[config.mk]
export PLATFORM = sky130hd
export DESIGN_NAME = sm3_compress
export DESIGN_NICKNAME = d
export VERILOG_FILES = /design/src/rtl/sm3_compress.sv
export SDC_FILE = /design/constraint.sdc
export NUM_CORES = 2
export LEC_CHECK = 0
export BUFFER_PORTS_ARGS = -buffer_cell sky130_fd_sc_hd__buf_2
export CAP_MARGIN = 20
export CELL_PAD_IN_SITES_DETAIL_PLACEMENT = 0
export CELL_PAD_IN_SITES_GLOBAL_PLACEMENT = 1
export CORE_MARGIN = 4
export CORE_UTILIZATION = 40
export DETAILED_ROUTE_END_ITERATION = 8
export PLACE_DENSITY = 0.72
export RECOVER_POWER = 100
export SYNTH_ARGS = -nofsm -noshare
export SYNTH_HDL_FRONTEND = slang
export SYNTH_SLANG_ARGS = --single-unit
[constraint.sdc]
create_clock -name input_clk -period 84 [get_ports input_clk]
set_input_delay 16.8 -clock input_clk [delete_from_list [all_inputs] [get_ports input_clk]]
set_output_delay 16.8 -clock input_clk [all_outputs]
set_load 0.005 [all_outputs]
[src/rtl/sm3_compress.sv]
// SM3 compression function CF(V, B): one round per clock, 64 rounds, with the message
// expansion produced on the fly by a 16-word sliding window.
//
// state | meaning
// IDLE  | waiting for start, output_hash held
// RUN   | executing round j each edge, j = 0..63
// FINAL | fold ABCDEFGH into V, pulse done; may accept the next block

module sm3_compress #(
    parameter logic [31:0] T_LOW  = 32'h79CC4519,
    parameter logic [31:0] T_HIGH = 32'h7A879D8A
) (
    input  logic         input_clk,
    input  logic         input_rst,
    input  logic         input_start,
    input  logic [255:0] input_V,
    input  logic [511:0] input_B,
    output logic         output_busy,
    output logic         output_done,
    output logic [255:0] output_hash
);

    typedef enum logic [1:0] {
        IDLE  = 2'd0,
        RUN   = 2'd1,
        FINAL = 2'd2
    } state_t;

    state_t       state;
    state_t       state_nx;
    logic         load;
    logic         finish;
    logic [6:0]   j;
    logic [31:0]  ra, rb, rc, rd, re, rf, rg, rh;
    logic [31:0]  win [16];
    logic [255:0] v_lat;

    logic [31:0]  a12, t_j, ss1, ss2, ff_v, gg_v, tt1, tt2, w_new;

    function automatic logic [31:0] rol(input logic [31:0] x, input logic [4:0] n);
        logic [63:0] t;
        t = {x, x} << n;
        return t[63:32];
    endfunction

    function automatic logic [31:0] p0(input logic [31:0] x);
        return x ^ rol(x, 5'd9) ^ rol(x, 5'd17);
    endfunction

    function automatic logic [31:0] p1(input logic [31:0] x);
        return x ^ rol(x, 5'd15) ^ rol(x, 5'd23);
    endfunction

    function automatic logic [31:0] ff_j(input logic [31:0] x, input logic [31:0] y,
                                         input logic [31:0] z, input logic [6:0] jj);
        if (jj < 7'd16)
            return x ^ y ^ z;
        else
            return (x & y) | (x & z) | (y & z);
    endfunction

    function automatic logic [31:0] gg_j(input logic [31:0] x, input logic [31:0] y,
                                         input logic [31:0] z, input logic [6:0] jj);
        if (jj < 7'd16)
            return x ^ y ^ z;
        else
            return (x & y) | (~x & z);
    endfunction

    // round datapath; j[4:0] is exactly (j mod 32) for the constant rotation
    assign a12   = rol(ra, 5'd12);
    assign t_j   = (j < 7'd16) ? T_LOW : T_HIGH;
    assign ss1   = rol(a12 + re + rol(t_j, j[4:0]), 5'd7);
    assign ss2   = ss1 ^ a12;
    assign ff_v  = ff_j(ra, rb, rc, j);
    assign gg_v  = gg_j(re, rf, rg, j);
    assign tt1   = ff_v + rd + ss2 + (win[0] ^ win[4]);
    assign tt2   = gg_v + rh + ss1 + win[0];
    assign w_new = p1(win[0] ^ win[7] ^ rol(win[13], 5'd15)) ^ rol(win[3], 5'd7) ^ win[10];

    always_ff @(posedge input_clk) begin
        if (input_rst)
            state <= IDLE;
        else
            state <= state_nx;
    end

    always_comb begin
        state_nx = state;
        load     = 1'b0;
        finish   = 1'b0;
        case (state)
            IDLE: begin
                if (input_start) begin
                    load     = 1'b1;
                    state_nx = RUN;
                end
            end
            RUN: begin
                if (j == 7'd63)
                    state_nx = FINAL;
            end
            FINAL: begin
                finish = 1'b1;
                if (input_start) begin
                    load     = 1'b1;
                    state_nx = RUN;
                end else begin
                    state_nx = IDLE;
                end
            end
            default: state_nx = IDLE;
        endcase
    end

    always_ff @(posedge input_clk) begin
        if (input_rst) begin
            output_busy <= 1'b0;
            output_done <= 1'b0;
            output_hash <= '0;
            j           <= '0;
        end else begin
            output_done <= finish;
            if (finish) begin
                output_hash <= {ra, rb, rc, rd, re, rf, rg, rh} ^ v_lat;
                output_busy <= 1'b0;
            end
            // a start in FINAL lands after the fold above, so busy stays high
            if (load) begin
                {ra, rb, rc, rd, re, rf, rg, rh} <= input_V;
                v_lat       <= input_V;
                j           <= '0;
                output_busy <= 1'b1;
                for (int k = 0; k < 16; k++)
                    win[k] <= input_B[511 - 32*k -: 32];
            end else if (state == RUN) begin
                rd <= rc;
                rc <= rol(rb, 5'd9);
                rb <= ra;
                ra <= tt1;
                rh <= rg;
                rg <= rol(rf, 5'd19);
                rf <= re;
                re <= p0(tt2);
                j  <= j + 7'd1;
                for (int k = 0; k < 15; k++)
                    win[k] <= win[k + 1];
                win[15] <= w_new;
            end
        end
    end

endmodule

==> flow_summary.json <==
{
  "cts_setup_buffers": 0,
  "fin_crit_ns": 33.01,
  "grt_overflow_total": 0,
  "syn-instance-count": 6107,
  "vias": 50180,
  "final_antenna_net_count": 0,
  "setup_viol": 0,
  "clk_pin_slew_ns": 0.06,
  "status": "finished, violations left",
  "whs_ns": 0.4963,
  "fp.dieH_um": 414.3,
  "synth_edf_count": 1024,
  "finClkSkew_ns": 0.04116,
  "holdBufCountCts": 0,
  "path_cells": "clkbuf_1 > nand2b_1 > clkbuf_1 > nor2_4 > clkbuf_1 > clkbuf_1 > clkbuf_1 > o21ai_0",
  "fmax_mhz": 30.29,
  "tns_ns": 0,
  "synth_fp_nets": 7169,
  "ys_seq_area_frac": 0.5467,
  "slowest_delay_ns": 6.02,
  "cts-root-buf": "clkbuf_16",
  "dieWidth_um": 414.3,
  "final-hold-violation-count": 0,
  "grt_use_total": 0.3069,
  "synthArstFlopShare": 0,
  "crit_top_cell": "clkbuf_1",
  "wl_per_cell_um": 28.93,
  "hold_class": "flop to flop",
  "grt_pass1_vias": 48960,
  "dpl.hpwl_mm": 216.4,
  "clock_sinks": 1291,
  "worstSetupPathType": "primary input to flop",
  "drive_above_1_share": 0.1545,
  "synth_cell_types": 71,
  "io_pins": 1029,
  "syn-cell-area_um2": 66020,
  "drtIter0Drc": 5205,
  "h-tree-depth": 4,
  "worst_pin_slew_ns": 9.929,
  "globalplace.congestion": 0.9501,
  "core_area_um2": 163300,
  "violations": "capacitance limit, slew limit",
  "avgSynthCellArea_um2": 10.81,
  "wirelength_mm": 272.0,
  "fin_crit_sh": 0.3930,
  "rsz0062_at_grt": "false",
  "start_kind": "primary input",
  "endpoint_kind": "flop",
  "path_buf_inv": 5,
  "via_per_inst": 5.339,
  "insertion_delay_ns": 0.81,
  "cts_buffer_depth": 3,
  "ys_ff_latch": 1291,
  "slew_viol_final": 2395,
  "drcViolationCount": 0,
  "crit_family": "buffers and inverters",
  "cp.required_ns": 84.40,
  "path_max_fanout": 144,
  "grt_max_degree": 217,
  "ctsResizeCount": 0,
  "antenna_found_initial": 103,
  "dominantRegCellSynth": "edfxtp_1",
  "max_cap_viol_count": 33,
  "fin_nets": 8124,
  "initial_utilization": 0.4042,
  "cts_buffers": 147,
  "relSlewSlack": -5.619,
  "dieArea_um2": 171600,
  "dr.pass1.iters": 6,
  "placement.io_buffers": 1028,
  "slowest_stage": "clkbuf_1",
  "area_growth_pct": 17.61,
  "synth_warnings": 0,
  "num_rows": 148,
  "grt_pass1_wl_mm": 373.1,
  "crit_arrival_ns": 33.41,
  "cts_tree": "yes"
}
## tightest hold or removal path, cell delays in order (launching register included)
cell and delay [ns]:
dfxtp_1 0.31, nor2_1 0.09, a211oi_1 0.05
## sequential cells by signal, indices dropped and copies added (netlist names), 2 cells and up
signal and flops:
rb 32, ra 32, rc 32, state 2, win 512, j 7
rd 32, re 32, output_hash 256, v_lat 256, rf 32, rg 32
rh 32
## worst paths after layout
| kind | startpoint | endpoint | slack, ns | cells past startpoint |
|---|---|---|---|---|
| min reg2reg | output_hash[182] | output_hash[182] | 0.50 | 2 |
| min | output_hash[182] | output_hash[182] | 0.50 | 2 |
| max | input_start | win[1][229] | 50.99 | 8 |
| max reg2reg | state[0] | win[1][229] | 66.57 | 7 |
## synthesized netlist by cell type (13+ instances only)
cell / number / area share
mux2_2: 204 / 0.035
o21a_1: 16 / 0.0018
a31oi_1: 23 / 0.0022
xor2_1: 96 / 0.013
xnor2_1: 561 / 0.074
a21oi_1: 150 / 0.011
a21o_1: 41 / 0.0047
edfxtp_1: 1024 / 0.47
inv_1: 232 / 0.013
nand2b_1: 19 / 0.0018
or3_1: 17 / 0.0016
o21ai_1: 16 / 0.0012
o211ai_1: 14 / 0.0016
nand3_1: 34 / 0.0026
a211oi_1: 268 / 0.030
mux2i_1: 52 / 0.0079
buf_1: 24 / 0.0014
nand2_1: 1750 / 0.099
o21ai_0: 180 / 0.014
fa_1: 188 / 0.057
and3_1: 14 / 0.0013
clkbuf_1: 261 / 0.015
a221oi_1: 13 / 0.0017
dfxtp_1: 267 / 0.081
nor2b_1: 15 / 0.0014
ha_1: 103 / 0.020
nor3_1: 40 / 0.0030
nor2_1: 379 / 0.022
## logic make-up after synthesis
logic type / synth area share
compound gates: 0.07729
xor+xnor: 0.09179
fa+ha+maj: 0.07653
buf+inv: 0.02981
flops: 0.5467
mux: 0.04268
simple gates: 0.1352
## placed cells by master, fill, tap and decap left out, types with 149 or more instances in the layout
master and n:
fa_1 188, mux2_2 204, dfxtp_1 267, clkbuf_1 454, nor2_1 378, a211oi_1 268
inv_1 232, a21oi_1 150, clkbuf_16 149, nand2_1 1750, xnor2_1 561, o21ai_0 188
buf_2 631, edfxtp_1 1024
## through the flow
step,util,instances,cell area [µm²],setup WS (ns)
floorplan,-,6107,66020,29.06
global placement,0.4494,9083,73410,62.93
detailed placement,0.4495,9085,73420,62.86
CTS,0.4789,9356,78220,63.67
global route,0.4751,9381,77600,49.71
finish,0.4754,9400,77650,50.99
## metal layers
layer,GRT usage,part of all wire,vias up
li1,-,-,22770
met1,0.3741,0.38,24610
met2,0.5289,0.50,2244
met3,0.05955,0.073,500
met4,0.1345,0.050,66
met5,0,0.0015,-
## cell type report
cell class | count | area, µm²
clock inverters | 87 | 873.3
flip-flops and latches | 1291 | 36090
fillers | 15740 | 85680
inverters | 234 | 878.3
multi-input cells | 4293 | 27980
clock buffers | 184 | 3930
well taps | 2175 | 2721
repair buffers | 1095 | 5071
diodes | 41 | 102.6
Power is not shown: default switching activity piles up to over one toggle a cycle in this logic, so the estimate is an artifact.
